$ cat src/rtl/mac_seq_if.sv
// mac_seq_if: CFU command/response port between the CPU and mac_seq_ctrl.
interface mac_seq_if #(
   parameter int unsigned ACC_W = 32
);
   logic             cmd_valid;
   logic             cmd_ready;
   logic [9:0]       cmd_payload_function_id;
   logic [31:0]      cmd_payload_inputs_0;
   logic [31:0]      cmd_payload_inputs_1;
   logic             rsp_valid;
   logic             rsp_ready;
   logic [ACC_W-1:0] rsp_payload_outputs_0;

   // CPU side issues commands and takes responses
   modport master (
      output cmd_valid, cmd_payload_function_id, cmd_payload_inputs_0,
             cmd_payload_inputs_1, rsp_ready,
      input  cmd_ready, rsp_valid, rsp_payload_outputs_0
   );

   // Controller side accepts commands and returns responses
   modport slave (
      input  cmd_valid, cmd_payload_function_id, cmd_payload_inputs_0,
             cmd_payload_inputs_1, rsp_ready,
      output cmd_ready, rsp_valid, rsp_payload_outputs_0
   );
endinterface

$ cat src/rtl/mac_seq_ctrl.sv
// mac_seq_ctrl: sequencing controller for the 4-lane int8 SIMD MAC CFU.
// Filter words are loaded into a local buffer, each RUN multiplies one input
// word against the next filter word (MUL stage) and accumulates (ACC stage);
// the finished dot product is returned after N RUNs.
// Optional feature macro: MAC_SEQ_STATUS_EN enables the STATUS opcode and
// the LOAD overflow flag.
module mac_seq_ctrl #(
   parameter int unsigned DEPTH = 16,
   parameter int unsigned ACC_W = 32
) (
   input  logic     clk,
   input  logic     reset_n,
   mac_seq_if.slave bus
);
   localparam int unsigned AW    = (DEPTH > 1) ? $clog2(DEPTH) : 1;
   localparam int unsigned PW    = 5;
   localparam int unsigned LANES = 4;

   localparam logic [6:0] OP_CFG    = 7'd0;
   localparam logic [6:0] OP_LOAD   = 7'd1;
   localparam logic [6:0] OP_RUN    = 7'd2;
`ifdef MAC_SEQ_STATUS_EN
   localparam logic [6:0] OP_STATUS = 7'd3;
`endif

   typedef enum logic [1:0] {IDLE, MUL, ACC, RSP} state_t;

   state_t                  state;
   logic                    cmd_ready_q;
   logic                    rsp_valid_q;
   logic [ACC_W-1:0]        rsp_data_q;
   logic [ACC_W-1:0]        acc_q;
   logic signed [8:0]       offset_q;
   logic [PW-1:0]           n_q;
   logic [PW-1:0]           wr_ptr_q;
   logic [PW-1:0]           rd_ptr_q;
   logic [31:0]             in_q;
   logic signed [17:0]      prod_q [LANES];
   logic [31:0]             fbuf [DEPTH];
`ifdef MAC_SEQ_STATUS_EN
   logic                    overflow_q;
   logic [ACC_W-1:0]        status_c;
`endif

   logic                    accept_c;
   logic                    wr_room_c;
   logic                    load_we_c;
   logic                    last_c;
   logic [6:0]              op_c;
   logic [PW-1:0]           n_cfg_c;
   logic [PW-1:0]           wr_next_c;
   logic [PW-1:0]           rd_next_c;
   logic [31:0]             rd_word_c;
   logic signed [9:0]       opnd_c [LANES];
   logic signed [7:0]       wgt_c [LANES];
   logic signed [17:0]      prod_c [LANES];
   logic signed [ACC_W-1:0] sum_c;
   logic [ACC_W-1:0]        acc_next_c;
   logic                    unused_bits;

   assign bus.cmd_ready             = cmd_ready_q;
   assign bus.rsp_valid             = rsp_valid_q;
   assign bus.rsp_payload_outputs_0 = rsp_data_q;

   // Low function_id bits and high N bits carry no meaning
   assign unused_bits = ^{bus.cmd_payload_function_id[2:0],
                          bus.cmd_payload_inputs_1[31:PW]};

   // Command decode, pointer arithmetic, lane products and lane sum
   always_comb begin
      op_c      = bus.cmd_payload_function_id[9:3];
      accept_c  = bus.cmd_valid && cmd_ready_q && (state == IDLE);
      wr_room_c = (wr_ptr_q < PW'(DEPTH));
      load_we_c = accept_c && (op_c == OP_LOAD) && wr_room_c;
      wr_next_c = wr_room_c ? (wr_ptr_q + PW'(1)) : wr_ptr_q;
      rd_next_c = rd_ptr_q + PW'(1);
      last_c    = (rd_next_c == n_q);

      // N of 0 or beyond the buffer means "whole buffer"
      if ((bus.cmd_payload_inputs_1[PW-1:0] == '0) ||
          (32'(bus.cmd_payload_inputs_1[PW-1:0]) > DEPTH))
         n_cfg_c = PW'(DEPTH);
      else
         n_cfg_c = bus.cmd_payload_inputs_1[PW-1:0];

      rd_word_c = fbuf[rd_ptr_q[AW-1:0]];
      sum_c     = '0;
      for (int i = 0; i < LANES; i++) begin
         opnd_c[i] = 10'(signed'(in_q[8*i +: 8])) + 10'(offset_q);
         wgt_c[i]  = signed'(rd_word_c[8*i +: 8]);
         prod_c[i] = 18'(opnd_c[i]) * 18'(wgt_c[i]);
         sum_c     = sum_c + ACC_W'(prod_q[i]);
      end
      acc_next_c = acc_q + $unsigned(sum_c);

`ifdef MAC_SEQ_STATUS_EN
      status_c = ACC_W'({overflow_q, (wr_ptr_q < n_q), 9'b0, n_q,
                         3'b0, wr_ptr_q, 3'b0, rd_ptr_q});
`endif
   end

   // Filter buffer write port; contents deliberately left unreset
   always_ff @(posedge clk) begin
      if (load_we_c)
         fbuf[wr_ptr_q[AW-1:0]] <= bus.cmd_payload_inputs_0;
   end

   // Sequencing FSM with registered handshake, response and datapath state
   always_ff @(posedge clk or negedge reset_n) begin
      if (!reset_n) begin
         state       <= IDLE;
         cmd_ready_q <= 1'b1;
         rsp_valid_q <= 1'b0;
         rsp_data_q  <= '0;
         acc_q       <= '0;
         offset_q    <= 9'sd128;
         n_q         <= PW'(DEPTH);
         wr_ptr_q    <= '0;
         rd_ptr_q    <= '0;
         in_q        <= '0;
         prod_q      <= '{default: '0};
`ifdef MAC_SEQ_STATUS_EN
         overflow_q  <= 1'b0;
`endif
      end else begin
         case (state)
            IDLE: begin
               if (accept_c) begin
                  cmd_ready_q <= 1'b0;
                  if (op_c == OP_RUN) begin
                     in_q  <= bus.cmd_payload_inputs_0;
                     state <= MUL;
                  end else begin
                     state       <= RSP;
                     rsp_valid_q <= 1'b1;
                     rsp_data_q  <= '0;
                     case (op_c)
                        OP_CFG: begin
                           offset_q   <= signed'(bus.cmd_payload_inputs_0[8:0]);
                           n_q        <= n_cfg_c;
                           wr_ptr_q   <= '0;
                           rd_ptr_q   <= '0;
                           acc_q      <= '0;
`ifdef MAC_SEQ_STATUS_EN
                           overflow_q <= 1'b0;
`endif
                        end
                        OP_LOAD: begin
                           wr_ptr_q   <= wr_next_c;
                           rsp_data_q <= ACC_W'(wr_next_c);
`ifdef MAC_SEQ_STATUS_EN
                           if (!wr_room_c)
                              overflow_q <= 1'b1;
`endif
                        end
`ifdef MAC_SEQ_STATUS_EN
                        OP_STATUS: rsp_data_q <= status_c;
`endif
                        default: ;
                     endcase
                  end
               end
            end
            MUL: begin
               prod_q <= prod_c;
               state  <= ACC;
            end
            ACC: begin
               rsp_data_q  <= acc_next_c;
               rsp_valid_q <= 1'b1;
               state       <= RSP;
               if (last_c) begin
                  acc_q    <= '0;
                  rd_ptr_q <= '0;
               end else begin
                  acc_q    <= acc_next_c;
                  rd_ptr_q <= rd_next_c;
               end
            end
            RSP: begin
               if (bus.rsp_ready) begin
                  rsp_valid_q <= 1'b0;
                  cmd_ready_q <= 1'b1;
                  state       <= IDLE;
               end
            end
            default: state <= IDLE;
         endcase
      end
   end
endmodule

$ cat src/flat_wrapper.sv
// flat-port wrapper written by rule: the top's interface ports become plain ports
module mac_seq_ctrl_flat 
#(
   parameter int unsigned DEPTH = 16,
   parameter int unsigned ACC_W = 32
)
  (clk, reset_n, bus_cmd_valid, bus_cmd_payload_function_id, bus_cmd_payload_inputs_0, bus_cmd_payload_inputs_1, bus_rsp_ready, bus_cmd_ready, bus_rsp_valid, bus_rsp_payload_outputs_0);
  mac_seq_if #(.ACC_W(ACC_W)) bus_i ();
  input  logic clk;
  input  logic reset_n;
  input wire logic [$bits(bus_i.cmd_valid)-1:0] bus_cmd_valid;
  input wire logic [$bits(bus_i.cmd_payload_function_id)-1:0] bus_cmd_payload_function_id;
  input wire logic [$bits(bus_i.cmd_payload_inputs_0)-1:0] bus_cmd_payload_inputs_0;
  input wire logic [$bits(bus_i.cmd_payload_inputs_1)-1:0] bus_cmd_payload_inputs_1;
  input wire logic [$bits(bus_i.rsp_ready)-1:0] bus_rsp_ready;
  output wire logic [$bits(bus_i.cmd_ready)-1:0] bus_cmd_ready;
  output wire logic [$bits(bus_i.rsp_valid)-1:0] bus_rsp_valid;
  output wire logic [$bits(bus_i.rsp_payload_outputs_0)-1:0] bus_rsp_payload_outputs_0;
  assign bus_i.cmd_valid = bus_cmd_valid;
  assign bus_i.cmd_payload_function_id = bus_cmd_payload_function_id;
  assign bus_i.cmd_payload_inputs_0 = bus_cmd_payload_inputs_0;
  assign bus_i.cmd_payload_inputs_1 = bus_cmd_payload_inputs_1;
  assign bus_i.rsp_ready = bus_rsp_ready;
  assign bus_cmd_ready = bus_i.cmd_ready;
  assign bus_rsp_valid = bus_i.rsp_valid;
  assign bus_rsp_payload_outputs_0 = bus_i.rsp_payload_outputs_0;
  mac_seq_ctrl #(.DEPTH(DEPTH), .ACC_W(ACC_W)) u_core (.clk(clk), .reset_n(reset_n), .bus(bus_i));
endmodule
$ cat config.mk
export PLATFORM = sky130hd
export DESIGN_NAME = mac_seq_ctrl_flat
export DESIGN_NICKNAME = d
export VERILOG_FILES = /design/src/rtl/mac_seq_if.sv /design/src/rtl/mac_seq_ctrl.sv /design/src/flat_wrapper.sv
export SDC_FILE = /design/constraint.sdc
export NUM_CORES = 2
export LEC_CHECK = 0
export ABC_CLOCK_PERIOD_IN_PS = 5900
export CORE_MARGIN = 2
export CORE_UTILIZATION = 57
export CTS_CLUSTER_SIZE = 10
export DETAILED_ROUTE_END_ITERATION = 7
export PLACE_DENSITY = 0.75
export SYNTH_ARGS = -nofsm -noshare
export SYNTH_HDL_FRONTEND = slang
export SYNTH_SLANG_ARGS = --single-unit
export TNS_END_PERCENT = 1
$ cat constraint.sdc
create_clock -name clk -period 5.9 [get_ports clk]
set_clock_uncertainty 0.05 [all_clocks]
set_input_delay 0.885 -clock clk [delete_from_list [all_inputs] [get_ports clk]]
set_output_delay 0.885 -clock clk [all_outputs]
set_load 0.03 [all_outputs]
Yosys cells after proc, flatten, opt, wreduce, memory -nomap -nowiden
Memory sizes are Yosys's and may differ from the RTL's.
Index checks and enable logic that the tools add are counted.

word-level totals
  flip-flop bits (word level) = 196
  RAM bits = 512
  output and inout bits = 34
  logic and storage cells = 92
  input bits = 78
  memories = 1

cells by class
  $lt $le $gt $ge = 2
  multiply operators = 4
  equal/unequal tests = 10
  $add $sub $neg = 10
  muxes and demuxes = 30
  reductions and logical operators = 20
  bitwise gates (word level) = 1

memories
  name         depth  width  rd ports  clocked after memory_dff  write ports  RTL line            text
  u_core.fbuf  16     32     1         0                         1            mac_seq_ctrl.sv:39  logic [31:0] fbuf [DEPTH];

operator list
  cell                 count
  $mux 32              6
  $pmux 32 s2          2
  $mul 10x8->18        4
  $add 8x9->10         4
  $mux 5               7
  $add 32x18->32       1
  $add 32x32->32       1
  $add 19x18->20       1
  $pmux 5 s2           2
  $add 18x18->19       1
  $reduce_and 4->1     4
  $add 5x1->5 const B  2
  $reduce_and 3->1     3
  $pmux 2 s4           1
  $eq 7x1->1 const B   1
  $eq 7x2->1 const B   1
  $logic_not 7->1      1
  $mux 1               7
  $mux 2               3
  $ne 2x2->1 const B   3
  $reduce_bool 2->1    3
  $eq 5x5->1           1
  $gt 5x5->1 const B   1
  $logic_not 5->1      1
  12 further kinds     16

Longest topological paths before layout
  word-level depth = 6
  gate-level depth with buffers = 28
  depth with buffers taken out = 28

Least setup slack after synthesis
Ideal clock, no wire load.

  path kind = reg-to-reg
  start = register u_core.offset_q[1]
  end = register u_core.prod_q[32] (netlist bit)
  buffers on the path = 0
  data required time = 5.725 ns
  stages on the path, launching flop included = 23
  clock period less this slack = 5.983 ns
  arrival time = 5.808 ns
  library setup time = 0.125 ns
  slack = -0.083 ns
  path through = dfrtp_1 ha_1 a21o_1 a21oi_1 nor2_1 a211o_1 a21o_1 a21oi_1 xnor2_1 nand2b_1 fa_1 inv_1 fa_1 fa_1 fa_1 ha_1 o21ai_0 a21boi_0 o2111ai_1 a21boi_0 nor2_1 xnor2_1 mux2_2

between the ends
  cells in the longest elaborated chain, start to end = 2

RTL lines
  item                    RTL line             text
  start, declared         mac_seq_ctrl.sv:33   logic signed [8:0] offset_q;
  start signal, assigned  mac_seq_ctrl.sv:139  offset_q <= signed'(bus.cmd_payload_inputs_0[8:0]);
  $add 8x9->10            mac_seq_ctrl.sv:89   opnd_c[i] = 10'(signed'(in_q[8*i +: 8])) + 10'(offset_q);
  $mul 10x8->18           mac_seq_ctrl.sv:91   prod_c[i] = 18'(opnd_c[i]) * 18'(wgt_c[i]);
  end signal, assigned    mac_seq_ctrl.sv:165  prod_q <= prod_c;
  end, declared           mac_seq_ctrl.sv:38   logic signed [17:0] prod_q [LANES];

Every way passes these cells.
A chain may end at the register's enable or synchronous reset.

Worst setup path after layout
  start = register u_core.rd_ptr_q[0]
  end = register u_core.prod_q[34] (netlist bit)

between the ends
  cells in the longest elaborated chain, start to end = 2

RTL lines
  item                    RTL line             text
  start, declared         mac_seq_ctrl.sv:36   logic [PW-1:0] rd_ptr_q;
  start signal, assigned  mac_seq_ctrl.sv:177  rd_ptr_q <= rd_next_c;
  $mem_v2 16x32           n/a
  $mul 10x8->18           mac_seq_ctrl.sv:91

Every way passes these cells.

==> impl_summary.log <==
INFO  metric cts_root_buf = sky130_fd_sc_hd__clkbuf_16
INFO  metric numPortBuffers = 81
INFO  metric power_density = 195 nW/um^2
INFO  metric synth-simple-area-share = 7.52%
INFO  metric instances_no_fill = 5063
INFO  metric die_width = 282 um
INFO  metric synth-warning-count = 0
INFO  metric antenna_violations_before_repair = 7
INFO  metric critical_path.n_buffers_inverters = 8
INFO  metric dominant_combinational_cell_family_by_area_after_synthesis = adder cells
INFO  metric timing.final.ws_setup = -119 ps
INFO  metric worstSkewPairLatency = 670 ps
INFO  metric ordered_list_of_cells_on_the_worst_path = buf_12 -> buf_4 -> bufbuf_16 -> mux4_2 -> mux2_2 -> o21ai_2 -> buf_6 -> buf_4 -> nor2_1 -> fa_1 -> fa_1 -> fa_1 -> inv_1 -> fa_1 -> inv_1 -> ha_1 -> or3_4 -> o2111ai_4 -> a21boi_2 -> o22ai_2 -> xor2_1 -> buf_4 -> a21oi_1
INFO  metric detail_route.iter0.violations = 2586
INFO  metric max-slew-margin-rel = 35.0%
INFO  metric synth.top_cell.area_share = 34.9%
INFO  metric detail-route-antenna-nets = 0
INFO  metric synth_xor_xnor_area_share = 3.28%
INFO  metric tritoncts.num_buffers = 83
INFO  metric max_slew.worst_pin.slew = 974 ps
INFO  metric max_cap_violations = 0
INFO  metric clock_sinks = 708
INFO  metric total_negative_setup_slack = -1050 ps
INFO  metric place_area = 49100 sq um
INFO  metric post_synth_num_cell_types = 73
INFO  metric layout.cell_area.non_filler = 52900 sq um
INFO  metric boundaryPins = 112
INFO  metric min-delay-path-class = input port to async pin
INFO  metric timing.final.setup_violations = 15
INFO  metric yosys-mux-area-fraction = 10.1%
INFO  metric crit_required = 6310 ps
INFO  metric ys_top_cells_by_area = sky130_fd_sc_hd__edfxtp_1 35%, sky130_fd_sc_hd__fa_1 15%, sky130_fd_sc_hd__dfrtp_1 11%
INFO  metric chipHeight = 282 um
INFO  metric irDropWorstVdd = 0.331 mV
INFO  metric worst_setup_path_end_kind = register
INFO  metric gr-usage-all-layers = 28.3%
INFO  metric clkSlewWorstSetupHoldPaths = 60 ps
INFO  metric coreArea = 76200 sq um
INFO  metric floorplan.die_area = 79500 sq um
INFO  metric globalplace.congestion = 0.891
INFO  metric critical_path.top_delay_family = adder cells
INFO  metric post-layout-total-power = 10.3 mW
INFO  metric syn-instance-count = 3467
INFO  metric complex_gate_fraction_of_the_synthesized_area = 6.24%
INFO  metric timing_worst_setup_path_type = register to register
INFO  metric cts_htree_levels = 3
INFO  metric worstPathMaxFanout = 11
INFO  metric rsz0062_at_grt = true
INFO  metric cts_max_path_buffers = 3
INFO  metric tritoncts = yes
INFO  metric final-max-slew-violation-count = 0
INFO  metric postSynth.asyncResetShare = 27.7%
INFO  metric post_place_cells = 4887
INFO  metric r2r_cells = 23
INFO  metric num_rows = 101
INFO  metric post-synth-top-count-cell = sky130_fd_sc_hd__inv_1
INFO  metric detail_route.drc_violations = 0
INFO  metric f_max = 166 MHz
INFO  metric maximum_number_of_pins_on_one_net_before_global_route_repair = 107
INFO  metric drt_first_pass_iters = 5
INFO  metric ys_top_cells_by_count = 518 x sky130_fd_sc_hd__inv_1, 512 x sky130_fd_sc_hd__edfxtp_1, 325 x sky130_fd_sc_hd__fa_1
INFO  metric timing.hold.ws = 285 ps
INFO  metric global_route_wire_length_before_repair = 170000 um
INFO  metric avgViaCountPerCell = 5.66
INFO  metric finalHoldViolCount = 0
INFO  metric pre_cts_ws = -400 ps
INFO  metric final_period_minus_worst_setup_slack = 6020 ps
INFO  metric power_leakage = 22.3 nW
INFO  metric synth_top_cell_by_area = sky130_fd_sc_hd__edfxtp_1
INFO  metric cp_slowest_stage_delay = 530 ps
INFO  metric grt_pass1_vias = 30100
INFO  metric levels_on_crit_path = 23
INFO  metric ys_seq_area_share = 46.1%
INFO  metric finalWirelength = 109000 um
INFO  metric synth_fa_ha_area_share = 21.2%
INFO  metric synth_seq_cells = 708
INFO  metric sum_of_net_half_perimeters_after_detailed_placement = 73100 um
INFO  metric start_util = 57.8%
INFO  metric drive_gt1_share = 25.0%
INFO  metric synth-edff-count = 512
INFO  metric postSynth.topFlopCell = sky130_fd_sc_hd__edfxtp_1
INFO  metric critical_path.most_common_cell = sky130_fd_sc_hd__fa_1
INFO  metric data_arrival_time_of_the_critical_path = 6430 ps
INFO  metric synth.net_count = 4097
INFO  metric cts.hold.buffers_added = 0
INFO  metric netlist_area = 44000 sq um
INFO  metric grt-ovfl-total = 0
INFO  metric syn_area_per_cell = 12.7 sq um
INFO  metric violations = setup timing
INFO  metric dr_total_vias = 28700
INFO  metric slowest_cell_on_crit_path = sky130_fd_sc_hd__fa_1
INFO  metric layout_worst_path_cycle_share = 102%
INFO  metric outcome = complete, but fails checks
INFO  metric final_stage_net_count = 4608
INFO  metric syn_to_final_growth = 20.2%
INFO  metric routed_wire_length_per_instance = 21.4 um
INFO  metric critPathLaunchType = register
INFO  metric fin_util = 69.5%
-- registers in the layout, summed over array words and instances, names as in the netlist --
name and count:
u_core.prod_q 72, u_core.state 2, u_core.n_q 5, u_core.in_q 32, u_core.wr_ptr_q 5, u_core.acc_q 32, u_core.fbuf 512, u_core.rd_ptr_q 5
u_core.bus.rsp_payload_outputs_0 32, u_core.bus.rsp_valid 1, u_core.offset_q 9, u_core.bus.cmd_ready 1
-- metal layers --
metal,GRT usage [%],vias up,wire (um)
met5,0,-,42
met4,10.9,6,4350
met3,5.65,261,8220
met2,46.7,1153,52400
met1,37.2,14400,43600
li1,-,12900,-
-- cell type report --
type	count	area, sq um
Fill cell	5112	23300
Multi-Input combinational cell	2144	22300
Sequential cell	708	20300
Timing Repair Buffer	520	4530
Clock buffer	127	2300
Inverter	521	1960
Tap cell	1030	1290
Clock inverter	10	243
Antenna cell	3	7.51
-- logic make-up after synthesis --
family / count (synthesis)
AOI/OAI and AO/OA: 433
DFF: 708
xor gates and xnor gates: 165
and+or+nand+nor: 734
buffers and inverters: 615
adders and majority gates: 552
muxes: 260
-- power by group --
group	switching, mW	internal, mW
Combinational	0.0900	0.0314
Clock	2.08	2.75
Sequential	0.0000293	5.35
Total	2.17	8.13
-- layout by cell type (no fill, tap or decap), types with 88 or more instances in the layout --
cell,count
sky130_fd_sc_hd__mux2_2,90
sky130_fd_sc_hd__xnor2_1,103
sky130_fd_sc_hd__nand2_1,224
sky130_fd_sc_hd__dfrtp_1,188
sky130_fd_sc_hd__edfxtp_1,512
sky130_fd_sc_hd__a21oi_1,88
sky130_fd_sc_hd__buf_4,400
sky130_fd_sc_hd__nor2_1,263
sky130_fd_sc_hd__inv_1,507
sky130_fd_sc_hd__fa_1,313
sky130_fd_sc_hd__ha_1,205
sky130_fd_sc_hd__mux4_2,139
-- worst paths after layout --
path / from / slack, ps / endpoint
worst max-delay path: u_core.rd_ptr_q[0] / -120 / u_core.prod_q[34]
worst min-delay path: reset_n / 290 / u_core.prod_q[9]
worst max register to register: u_core.rd_ptr_q[0] / -120 / u_core.prod_q[34]
worst min register to register: u_core.bus.rsp_payload_outputs_0[30] / 420 / u_core.bus.rsp_payload_outputs_0[30]
max in group asynchronous: reset_n / 4360 / u_core.rd_ptr_q[0]
min in group clk: u_core.bus.rsp_payload_outputs_0[30] / 420 / u_core.bus.rsp_payload_outputs_0[30]
-- timing repair --
item,CTS,global route
endpoints found under the setup margin,38,59
pin swaps,68,82
gates cloned,3,0
gates resized for setup,120,117
buffers inserted,27,6
Note: power is estimated with default switching activity, not from simulation.
